--- src/rtl/mac_tx_pattern_gen_if.sv ---
// MAC TX FIFO write port: data, write strobe and end-of-frame marker, with backpressure.
interface mac_tx_pattern_gen_if #(
  parameter int unsigned DATA_W = 8
) ();
  logic [DATA_W-1:0] fifo_txd;
  logic              fifo_txen;
  logic              fifo_txlast;
  logic              fifo_full;

  modport master (output fifo_txd, output fifo_txen, output fifo_txlast, input fifo_full);
  modport slave  (input fifo_txd, input fifo_txen, input fifo_txlast, output fifo_full);
endinterface

--- src/rtl/mac_tx_pattern_gen.sv ---
// MAC TX test-frame generator: header plus patterned payload bursts into the TX FIFO,
// honouring FIFO backpressure, inter-frame gaps and abort requests.
module mac_tx_pattern_gen #(
  parameter int unsigned        DATA_W    = 8,
  parameter int unsigned        LEN_W     = 12,
  parameter bit                 HDR_EN    = 1'b1,
  parameter logic [7:0]         HDR0      = 8'h55,
  parameter logic [7:0]         HDR1      = 8'hAA,
  parameter int unsigned        IFG       = 4,
  parameter logic [DATA_W-1:0]  LFSR_POLY = DATA_W'(8'h1D)
) (
  input  logic               clk,
  input  logic               rst_n,
  input  logic               err_i,
  input  logic               fs_i,
  output logic               fd_o,
  input  logic [LEN_W-1:0]   data_len_i,
  input  logic [1:0]         mode_i,
  input  logic [DATA_W-1:0]  seed_i,
  input  logic [7:0]         frames_i,
  output logic               busy_o,
  output logic               err_flag_o,
  mac_tx_pattern_gen_if.master fifo
);

  localparam int unsigned HDR_LEN  = HDR_EN ? 2 : 0;
  localparam int unsigned GAP_W    = (IFG > 1) ? $clog2(IFG) : 1;
  localparam int unsigned GAP_LAST = (IFG > 0) ? IFG - 1 : 0;

  typedef enum logic [2:0] {
    ST_IDLE = 3'd0,
    ST_HEAD = 3'd1,
    ST_SEND = 3'd2,
    ST_GAP  = 3'd3,
    ST_DONE = 3'd4
  } state_e;

  state_e            state_q, state_d;
  logic [LEN_W-1:0]  beat_q, beat_d;
  logic [7:0]        frame_q, frame_d;
  logic [GAP_W-1:0]  gap_q, gap_d;
  logic [LEN_W-1:0]  len_q, len_d;
  logic [1:0]        mode_q, mode_d;
  logic [DATA_W-1:0] seed_q, seed_d;
  logic [7:0]        frames_q, frames_d;
  logic [DATA_W-1:0] lfsr_q, lfsr_d;
  logic [DATA_W-1:0] walk_q, walk_d;
  logic              err_flag_q, err_flag_d;

  logic [DATA_W-1:0] pat_c;
  logic [DATA_W-1:0] lfsr_next_c;
  logic [DATA_W-1:0] seed_nz_c;
  logic [8:0]        frames_eff_c;
  logic [DATA_W-1:0] txd_c;
  logic              txen_c;
  logic              txlast_c;

  assign lfsr_next_c  = {lfsr_q[DATA_W-2:0], 1'b0} ^ (lfsr_q[DATA_W-1] ? LFSR_POLY : '0);
  assign seed_nz_c    = (seed_q == '0) ? DATA_W'(1) : seed_q;
  assign frames_eff_c = (frames_q == 8'd0) ? 9'd1 : {1'b0, frames_q};

  // Beat value for the current beat_idx; header beats override the payload pattern.
  always_comb begin
    case (mode_q)
      2'd0:    pat_c = seed_q + DATA_W'(beat_q);
      2'd1:    pat_c = seed_q;
      2'd2:    pat_c = lfsr_q;
      default: pat_c = walk_q;
    endcase
    if (HDR_EN && (beat_q == '0)) begin
      pat_c = DATA_W'(HDR0);
    end else if (HDR_EN && (beat_q == LEN_W'(1))) begin
      pat_c = DATA_W'(HDR1);
    end
  end

  always_ff @(posedge clk or negedge rst_n) begin
    if (!rst_n) begin
      state_q    <= ST_IDLE;
      beat_q     <= '0;
      frame_q    <= '0;
      gap_q      <= '0;
      len_q      <= '0;
      mode_q     <= '0;
      seed_q     <= '0;
      frames_q   <= '0;
      lfsr_q     <= '0;
      walk_q     <= '0;
      err_flag_q <= 1'b0;
    end else begin
      state_q    <= state_d;
      beat_q     <= beat_d;
      frame_q    <= frame_d;
      gap_q      <= gap_d;
      len_q      <= len_d;
      mode_q     <= mode_d;
      seed_q     <= seed_d;
      frames_q   <= frames_d;
      lfsr_q     <= lfsr_d;
      walk_q     <= walk_d;
      err_flag_q <= err_flag_d;
    end
  end

  always_comb begin
    state_d    = state_q;
    beat_d     = beat_q;
    frame_d    = frame_q;
    gap_d      = gap_q;
    len_d      = len_q;
    mode_d     = mode_q;
    seed_d     = seed_q;
    frames_d   = frames_q;
    lfsr_d     = lfsr_q;
    walk_d     = walk_q;
    err_flag_d = err_flag_q;
    txd_c      = '0;
    txen_c     = 1'b0;
    txlast_c   = 1'b0;

    case (state_q)
      ST_IDLE: begin
        if (fs_i) state_d = ST_HEAD;
      end

      ST_HEAD: begin
        len_d      = data_len_i;
        mode_d     = mode_i;
        seed_d     = seed_i;
        frames_d   = frames_i;
        err_flag_d = 1'b0;
        beat_d     = '0;
        frame_d    = '0;
        gap_d      = '0;
        lfsr_d     = (seed_i == '0) ? DATA_W'(1) : seed_i;
        walk_d     = DATA_W'(1);
        state_d    = (data_len_i == '0) ? ST_DONE : ST_SEND;
        if (err_i) begin
          state_d    = ST_DONE;
          err_flag_d = 1'b1;
        end
      end

      ST_SEND: begin
        txen_c   = !fifo.fifo_full;
        txlast_c = (beat_q == len_q - LEN_W'(1));
        txd_c    = pat_c;
        // Pattern state only advances on an accepted beat, so a stall repeats the same beat.
        if (txen_c) begin
          beat_d = beat_q + LEN_W'(1);
          walk_d = {walk_q[DATA_W-2:0], walk_q[DATA_W-1]};
          if (beat_q >= LEN_W'(HDR_LEN)) lfsr_d = lfsr_next_c;
          if (txlast_c) begin
            frame_d = frame_q + 8'd1;
            if (({1'b0, frame_q} + 9'd1) < frames_eff_c) begin
              beat_d  = '0;
              gap_d   = '0;
              lfsr_d  = seed_nz_c;
              walk_d  = DATA_W'(1);
              state_d = (IFG == 0) ? ST_SEND : ST_GAP;
            end else begin
              state_d = ST_DONE;
            end
          end
        end
        if (err_i) begin
          state_d    = ST_DONE;
          err_flag_d = 1'b1;
        end
      end

      ST_GAP: begin
        gap_d = gap_q + GAP_W'(1);
        if (gap_q == GAP_W'(GAP_LAST)) state_d = ST_SEND;
        if (err_i) begin
          state_d    = ST_DONE;
          err_flag_d = 1'b1;
        end
      end

      ST_DONE: begin
        if (!fs_i) state_d = ST_IDLE;
      end

      default: begin
        state_d = ST_IDLE;
      end
    endcase
  end

  assign fifo.fifo_txd    = txd_c;
  assign fifo.fifo_txen   = txen_c;
  assign fifo.fifo_txlast = txlast_c;
  assign fd_o             = (state_q == ST_DONE);
  assign busy_o           = (state_q != ST_IDLE);
  assign err_flag_o       = err_flag_q;

endmodule

--- src/flat_wrapper.sv ---
// flat-port wrapper written by rule: the top's interface ports become plain ports
module mac_tx_pattern_gen_flat 
#(
  parameter int unsigned        DATA_W    = 8,
  parameter int unsigned        LEN_W     = 12,
  parameter bit                 HDR_EN    = 1'b1,
  parameter logic [7:0]         HDR0      = 8'h55,
  parameter logic [7:0]         HDR1      = 8'hAA,
  parameter int unsigned        IFG       = 4,
  parameter logic [DATA_W-1:0]  LFSR_POLY = DATA_W'(8'h1D)
)
  (clk, rst_n, err_i, fs_i, fd_o, data_len_i, mode_i, seed_i, frames_i, busy_o, err_flag_o, fifo_fifo_txd, fifo_fifo_txen, fifo_fifo_txlast, fifo_fifo_full);
  mac_tx_pattern_gen_if #(.DATA_W(DATA_W)) fifo_i ();
  input  logic clk;
  input  logic rst_n;
  input  logic err_i;
  input  logic fs_i;
  output logic fd_o;
  input  logic [LEN_W-1:0] data_len_i;
  input  logic [1:0] mode_i;
  input  logic [DATA_W-1:0] seed_i;
  input  logic [7:0] frames_i;
  output logic busy_o;
  output logic err_flag_o;
  output wire logic [$bits(fifo_i.fifo_txd)-1:0] fifo_fifo_txd;
  output wire logic [$bits(fifo_i.fifo_txen)-1:0] fifo_fifo_txen;
  output wire logic [$bits(fifo_i.fifo_txlast)-1:0] fifo_fifo_txlast;
  input wire logic [$bits(fifo_i.fifo_full)-1:0] fifo_fifo_full;
  assign fifo_fifo_txd = fifo_i.fifo_txd;
  assign fifo_fifo_txen = fifo_i.fifo_txen;
  assign fifo_fifo_txlast = fifo_i.fifo_txlast;
  assign fifo_i.fifo_full = fifo_fifo_full;
  mac_tx_pattern_gen #(.DATA_W(DATA_W), .LEN_W(LEN_W), .HDR_EN(HDR_EN), .HDR0(HDR0), .HDR1(HDR1), .IFG(IFG), .LFSR_POLY(LFSR_POLY)) u_core (.clk(clk), .rst_n(rst_n), .err_i(err_i), .fs_i(fs_i), .fd_o(fd_o), .data_len_i(data_len_i), .mode_i(mode_i), .seed_i(seed_i), .frames_i(frames_i), .busy_o(busy_o), .err_flag_o(err_flag_o), .fifo(fifo_i));
endmodule
--- config.mk ---
export PLATFORM = sky130hd
export DESIGN_NAME = mac_tx_pattern_gen_flat
export DESIGN_NICKNAME = d
export VERILOG_FILES = /design/src/rtl/mac_tx_pattern_gen_if.sv /design/src/rtl/mac_tx_pattern_gen.sv /design/src/flat_wrapper.sv
export SDC_FILE = /design/constraint.sdc
export NUM_CORES = 1
export LEC_CHECK = 0
export ABC_CLOCK_PERIOD_IN_PS = 3000
export CAP_MARGIN = 20
export CORE_AREA = 2 2 98 100
export CTS_CLUSTER_SIZE = 24
export DETAILED_ROUTE_END_ITERATION = 8
export DIE_AREA = 0 0 100 102
export PLACE_DENSITY = 0.88
export SKIP_LAST_GASP = 1
export SYNTH_ARGS = -nofsm -noshare
export SYNTH_HDL_FRONTEND = slang
export SYNTH_SLANG_ARGS = --single-unit
--- constraint.sdc ---
create_clock -name clk -period 3 [get_ports clk]
set_input_delay 0.45 -clock clk [delete_from_list [all_inputs] [get_ports clk]]
set_output_delay 0.45 -clock clk [all_outputs]
set_load 0.02 [all_outputs]
==> results of run 1 <==
==> power by group through the flow <==
stage / clock (mW) / combinational (mW) / sequential (mW)
after floorplan: 0 / 1.71 / 1.55
after global placement: 0 / 2.36 / 1.64
after detailed placement: 0 / 2.48 / 1.67
after CTS: 0.873 / 2.59 / 1.66
after global routing: 0.925 / 3.01 / 1.73
final: 0.864 / 2.76 / 1.68
==> stage by stage <==
step	utilization, %	power (mW)	hold WS [ps]	setup WS [ps]	setup TNS [ps]
floorplan	-	3.265	154.4	156.8	0
global placement	60.47	3.995	467.0	-218.6	-451.3
detailed placement	60.47	4.152	476.8	-318.7	-794.4
CTS	64.29	5.124	120.1	-162.8	-518.2
global route	65.59	5.664	148.4	-322.2	-2719
finish	65.59	5.304	109.3	-174.6	-778.1
==> what timing repair did <==
action / CTS / global route
endpoints found under the setup margin: 11 / 43
gates resized for setup: 50 / 25
gates cloned: 0 / 0
endpoints found under the hold margin: 0 / 0
pin swaps: 13 / 14
setup buffers: 9 / 5
==> per-layer routing <==
metal  vias to the layer above  part of all wire, %  global-route usage (%)
met3                        48                  6.7                   5.335
met5                         -                    0                       0
li1                       2003                    -                       -
met1                      2179                   40                   33.63
met2                       217                   51                   47.25
met4                         0                  3.1                   11.28
==> flip-flops by register name, summed over array words and instances, names as in the netlist <==
signal	count
u_core.beat_q	12
u_core.err_flag_o	1
u_core.frame_q	8
u_core.frames_q	8
u_core.gap_q	2
u_core.len_q	12
u_core.lfsr_q	8
u_core.mode_q	2
u_core.seed_q	8
u_core.state_q	3
u_core.walk_q	8
==> cells by family after synthesis <==
group                    Yosys count
AO/OA/AOI/OAI                    100
XOR/XNOR                          35
adder cells (fa/ha/maj)           22
buffers and inverters             49
flip-flops                        72
multiplexers                      25
AND/OR/NAND/NOR                  210
==> worst paths after layout <==
path	to	startpoint	slack (ps)	depth (start not counted)
worst max-delay path	fifo_fifo_txlast	u_core.len_q[1]	-170	10
worst min register to register	u_core.frames_q[0]	u_core.frames_q[0]	490	2
worst max register to register	u_core.state_q[2]	u_core.len_q[1]	-100	12
max in group asynchronous	u_core.beat_q[8]	rst_n	2120	2
min in group clk	u_core.frames_q[0]	u_core.frames_q[0]	490	2
worst min-delay path	u_core.frames_q[4]	rst_n	110	1
==> cell type report <==
cell class	instances	area share, %
multi-input cells	392	46.97
flip-flops and latches	72	30.16
repair buffers	107	15.31
well taps	111	2.325
clock buffers	9	2.073
clock inverters	7	1.592
inverters	25	1.571
==> synth_stat cells (3+ instances only) <==
master,number
nand2_1,104
dfrtp_1,72
a21oi_1,27
nand3_1,26
nor2_1,26
inv_1,25
ha_1,21
xnor2_1,19
clkbuf_1,18
o21ai_0,17
xor2_1,16
mux2i_1,11
a22o_1,10
nor4_1,9
o211ai_1,9
nor3_1,8
a21o_1,7
mux4_2,7
nand4_1,6
mux2_2,5
nor3b_1,4
a31oi_1,3
and3_1,3
nand2b_1,3
o21bai_1,3
o31ai_1,3
or3_1,3
==> results by group, run 1 <==
Synth
  • Sequential area share after synthesis: slightly below 40%
  • Gate Count Post-Synth: ~500
  • Most area-hungry cell type in the Yosys netlist: dfrtp_1
  • Yosys top cell area share: between 30 and 40%
  • Simple-gate area share of the yosys netlist: about 22%
  • Cell types with the largest area share after synthesis: dfrtp_1 39%, nand2_1 8.4%, ha_1 5.7%
  • Number of warnings reported in the yosys synthesis log: 0
  • Synthesized netlist net count: 570
  • Number of synthesized register bits: 72
  • Post-synthesis async set-or-reset flop share: 100.0%
  • Dominant combinational cell family by area after synthesis: simple AND/OR/NAND/NOR gates
  • Multiplexer share of the synthesized area: 7.464%
  • Number of flops mapped to enable cells by yosys: 0
  • Complex-gate fraction of the synthesized area: between 10% and 20%
  • Commonest register cell after synthesis: dfrtp_1
  • Mapped Avg Cell Area: 9.051 sq um
  • Synth unique cells: 62
  • Area share of xor/xnor cells in the synthesized design: 6.602%
  • Mapped Area: roughly 4600 sq um
  • Fraction of the mapped netlist area in adder cells: a little over 6%

Setup path
  • Worst Path Required: roughly 2600 ps
  • Arrival time at the worst endpoint: 2720 ps
  • Class of the most critical setup path: flip-flop to output pin
  • Startpoint Class: flip-flop
  • Crit path max fanout: 3
  • Most common cell on crit path: nor4_4
  • Cell family with the largest share of critical-path delay: simple AND/OR/NAND/NOR gates
  • Capturing element type of the critical path: output pin
  • Maximum cell stage delay along the critical path: 490 ps
  • Crit-path slowest cell: or4b_4
  • Combined buffer and inverter count along the critical path: 3
  • Cell breakdown of the critical path: inv_2, ha_4, or4b_4, nor4_4, buf_4, mux2i_1, o211a_1, nor4_4, and2_4, buf_6

Floorplanning
  • Initial core utilization: 50.98%
  • Die Height: 102 um
  • Overall die width: around 100 um
  • Total Die Area: approximately 10000 sq um
  • FP Rows: 35
  • Core area: around 9100 sq um
  • Top-level I/O count: 48

Layout
  • Count of non-filler cells in the finished layout: 723
  • Most frequent standard cell in the layout excluding fill and tap cells: nand2_1
  • Share of layout cells above drive strength 1: between 20 and 25%
  • Commonest cells after routing, fill and taps aside: 101 x nand2_1, 72 x dfrtp_1, 58 x buf_4
  • Post-route design area: roughly 6000 sq um
  • Multi-input logic area: about 2800 sq um
  • Area grow syn2layout: 28.67%
  • Nets@finish: between 600 and 700
  • Area taken by flip-flops and latches: 1802 sq um
  • Filler Cells Inserted: between 600 and 700
  • Antenna fix cells: 0

Power
  • Sequential power share: roughly a third
  • Pwr/cell area: a little under 900 nW/um^2
  • Internal power: roughly 3 mW
  • Switching Power: around 2.3 mW
  • Share of power burned in combinational logic: about 52%
  • Switch share: between 40% and 50%
  • Leakage power: between 2 and 3 nW
  • Worst-case vdd ir drop: 0.6604 mV
  • Power share of the clock group: ~16%

Timing
  • Worst slew margin relative to its limit: between 50% and 60%
  • RSZ-0062 raised after global routing: yes
  • Fmax: 0.3150 GHz
  • Max Clock Skew: approximately 6.5 ps
  • Share of the clock period used by the worst path after layout: 105.8%
  • Final max-slew violation count: 0
  • Actual slew at the worst max-slew pin: between 600 and 700 ps
  • Setup violation total in the final timing report: 9
  • Final critical path time including I/O delays and setup: ~3200 ps
  • Post-layout worst setup margin: -174.6 ps
  • Number of hold violations in the final report: 0

Global route
  • Via count of the first global-routing pass: between 4000 and 5000
  • Antenna violations before repair: 0
  • Global-route wire length before repair: 21870 um
  • Total grt overflow: 0
  • Pin count of the biggest net entering global routing: 43
  • Global-route usage over all layers: about 27%

Drt
  • Routed vias: between 4000 and 5000
  • Final ANT Viol Nets: 0
  • Routed wire length per instance: 18.35 um
  • Iteration-0 DRC Markers: around 370
  • First-pass iteration count of the detailed router: 5
  • Post-Route WL: around 13000 um
  • Residual DRC count: 0
  • Vias per inst: slightly above 6

Job
  • Number of violations of the max-capacitance limit: 0

Place
  • Standard cell area after detailed placement: ~5500 sq um
  • Number of instances in the placed design: 694
  • Final estimated routing congestion in global placement: between 0.9 and 1
  • Input/output buffers: 47
  • Placed wire-length estimate after detailed placement: 9070 um

Clocking
  • Clock tree buffer depth: 2
  • Clock tree from TritonCTS: done
  • Insertion delay to the later sink of the worst-skew pair: ~360 ps
  • H-Tree Level Count: 3
  • Clk slew on worst S/H paths: around 80 ps
  • CTS buffer count: 9
  • Number of sinks on the clock net: just over 70
  • Count of hold buffers inserted by post-cts repair: 0
  • Root Buffer Master: clkbuf_8

Status
  • Outcome: finished, violations left
  • Failing checks: setup timing

Min path
  • Hold Path Class: input port to async pin
No activity file was read; power rests on OpenSTA's default activity.
==> inputs of run 2 (changes only) <==
--- a/config.mk
+++ b/config.mk
@@ -12,7 +12,6 @@
 export DETAILED_ROUTE_END_ITERATION = 8
 export DIE_AREA = 0 0 100 102
 export PLACE_DENSITY = 0.88
-export SKIP_LAST_GASP = 1
 export SYNTH_ARGS = -nofsm -noshare
 export SYNTH_HDL_FRONTEND = slang
 export SYNTH_SLANG_ARGS = --single-unit
==> run 2 against run 1 <==
The flow still finishes with violations (setup timing); register-to-register slack gained 40 ps; combinational power hardly changed; routed wire length rose by 0.47%; core utilization rose by 0.055 points; critical endpoint unchanged.
==> results by group, run 2 (same netlist as run 1, synthesis figures left out) <==
Status
  • Outcome: finished, violations left
  • Failing checks: setup timing

Power
  • Share of power burned in combinational logic: 51.9% (about the same)
  • Sequential power share: 31.7% (about the same)
  • Pwr/cell area: 889.5 nW/um^2 (+0.19%)
  • Switch share: 43.48% (+0.12 points)
  • Switching Power: 2.313 mW (+0.55%)
  • Power share of the clock group: 16.4% (about the same)
  • Internal power: 3.006 mW (about the same)
  • Leakage power: 2.880 nW (about the same)
  • Worst-case vdd ir drop: 0.6750 mV (+2.2%)

Layout
  • Commonest cells after routing, fill and taps aside: 101 x nand2_1, 72 x dfrtp_1, 58 x buf_4
  • Share of layout cells above drive strength 1: 22.55% (+0.16 points)
  • Nets@finish: 664 (unchanged)
  • Multi-input logic area: 2811 sq um (+0.18%)
  • Antenna fix cells: 0 (unchanged)
  • Area taken by flip-flops and latches: 1802 sq um (unchanged)
  • Filler Cells Inserted: 682 (unchanged)
  • Post-route design area: 5979 sq um (about the same)
  • Area grow syn2layout: 28.78% (about the same)
  • Most frequent standard cell in the layout excluding fill and tap cells: nand2_1
  • Biggest regs: u_core.beat_q x12, u_core.len_q x12

Setup path
  • Path depth of the worst reg2reg path: 12 (unchanged)
  • Worst Path Required: 2550 ps (about the same)
  • Arrival time at the worst endpoint: 2730 ps (about the same)
  • Crit path max fanout: 3 (unchanged)
  • Destination of the worst register-to-register timing path: u_core.state_q[2]
  • Class of the most critical setup path: flip-flop to output pin
  • Startpoint Class: flip-flop
  • Worst setup startpoint: u_core.len_q[1]
  • Critical path endpoint: fifo_fifo_txlast
  • Reg-to-reg slack, setup: -60 ps (+40 ps)
  • Capturing element type of the critical path: output pin
  • Reg2Reg Launch Point: u_core.len_q[1]

Place
  • Placed wire-length estimate after detailed placement: 9070 um (unchanged)
  • Dpl ws: -318.7 ps (unchanged)
  • Input/output buffers: 47 (unchanged)
  • Standard cell area after detailed placement: 5508 sq um (unchanged)
  • Final estimated routing congestion in global placement: 0.9432 (unchanged)

Drt
  • Vias per inst: 6.066 (-1.4%)
  • Final ANT Viol Nets: 0 (unchanged)
  • DRT met1 WL: 5446 um (+3.8%)
  • Routed vias: 4386 (-1.4%)
  • Iteration-0 DRC Markers: 364 (-1.9%)
  • Total met3 wirelength after detailed routing: 785 um (-12%)
  • Post-Route WL: 13330 um (+0.47%)
  • First-pass iteration count of the detailed router: 4 (-1)
  • Residual DRC count: 0 (unchanged)
  • Routed wire length on met2: 6687 um (-0.42%)
  • Max layer used: met4
  • Routed wire length per instance: 18.43 um (+0.47%)

Timing
  • RSZ-0062 raised after global routing: yes
  • Post-layout worst setup margin: -178.0 ps (-3.432 ps)
  • Worst slew margin relative to its limit: 54.92% (-0.14 points)
  • Hold WS: 106.1 ps (-3.216 ps)
  • Share of the clock period used by the worst path after layout: 105.9% (+0.11 points)
  • Actual slew at the worst max-slew pin: 672.5 ps (+2.090 ps)
  • Final max-slew violation count: 0 (unchanged)
  • Number of hold violations in the final report: 0 (unchanged)
  • Setup violation total in the final timing report: 9 (unchanged)
  • Max Clock Skew: 9.299 ps (+2.758 ps)
  • Fmax: 0.3147 GHz (-0.11%)
  • Final critical path time including I/O delays and setup: 3178 ps (+3.432 ps)

Clocking
  • Insertion delay to the later sink of the worst-skew pair: 360 ps (about the same)
  • Clk slew on worst S/H paths: 80 ps (about the same)
  • Clock tree from TritonCTS: done
  • Number of sinks on the clock net: 72 (unchanged)
  • H-Tree Level Count: 3 (unchanged)
  • Root Buffer Master: clkbuf_8
  • CTS buffer count: 9 (unchanged)
  • Count of hold buffers inserted by post-cts repair: 0 (unchanged)
  • Clock tree buffer depth: 2 (unchanged)

Global route
  • Global-route usage over all layers: 27.26% (unchanged)
  • Global-route wire length before repair: 21870 um (unchanged)
  • Total grt overflow: 0 (unchanged)
  • Pin count of the biggest net entering global routing: 43 (unchanged)
  • Antenna violations before repair: 0 (unchanged)
  • Via count of the first global-routing pass: 4426 (unchanged)

Floorplanning
  • Initial core utilization: 50.98% (unchanged)
  • Overall die width: 100 um (unchanged)
  • Core area: 9109 sq um (unchanged)
  • Top-level I/O count: 48 (unchanged)
  • FP Rows: 35 (unchanged)
  • Die Height: 102 um (unchanged)
  • Total Die Area: 10200 sq um (unchanged)

Job
  • Number of violations of the max-capacitance limit: 0 (unchanged)

Min path
  • Hold Path Class: input port to async pin
==> run 2: changes by cell type in the layout (fill, tap and decap cells not counted) <==
| cell | change |
|---|---|
| o31ai_1 | -1 |
| o31ai_2 | +1 |
==> run 2: layer usage <==
metal | GRT usage, % | vias up
met5 | 0 | -
met3 | 5.335 | 40
met4 | 11.28 | 0
li1 | - | 2006
met2 | 47.25 | 175
met1 | 33.63 | 2165
==> run 2: through the flow <==
stage                     TNS (ps)  total power [mW]  std cells  utilization, %
after detailed placement    -794.4             4.152        694           60.47
after global placement      -451.3             3.995        694           60.47
after CTS                   -516.7             5.124        719           64.29
after floorplan                  0             3.265        513               -
final                       -803.1             5.319        723           65.65
after global routing         -2562             5.672        723           65.65
==> run 2: repair_timing <==
item,in CTS,in global routing
pin swaps,14,14
resized for setup,50,26
buffers inserted,9,5
endpoints found under the setup margin,11,43
==> run 2: power by group through the flow <==
stage	registers, mW	clock network [mW]	logic (mW)
2_1_floorplan	1.55	0	1.71
3_3_place_gp	1.64	0	2.36
3_5_place_dp	1.67	0	2.48
4_1_cts	1.66	0.873	2.59
5_1_grt	1.73	0.925	3.02
6_report	1.69	0.870	2.76
==> run 2: worst min path at each step <==
| stage | slack, ps | endpoint |
|---|---|---|
| after floorplan | 150 | u_core.beat_q[0] |
| after global placement | 470 | u_core.frames_q[0] |
| after detailed placement | 480 | u_core.frames_q[0] |
| after CTS | 120 | u_core.frames_q[4] |
| after global routing | 150 | u_core.lfsr_q[1] |
| final | 110 | u_core.frames_q[4] |
==> run 2: worst max-delay path: stages (launching register included) <==
cell	delay (ps)
dfrtp_1	400
inv_2	90
ha_4	130
or4b_4	490
nor4_4	330
buf_4	170
mux2i_1	170
o211a_1	220
nor4_4	60
and2_4	190
buf_6	120
==> run 2: final cells by class <==
| type | count | area share, % |
|---|---|---|
| clock buffers | 9 | 2.072 |
| flip-flops and latches | 72 | 30.13 |
| inverters | 25 | 1.569 |
| well taps | 111 | 2.323 |
| repair buffers | 107 | 15.30 |
| multi-input cells | 392 | 47.02 |
| clock inverters | 7 | 1.590 |
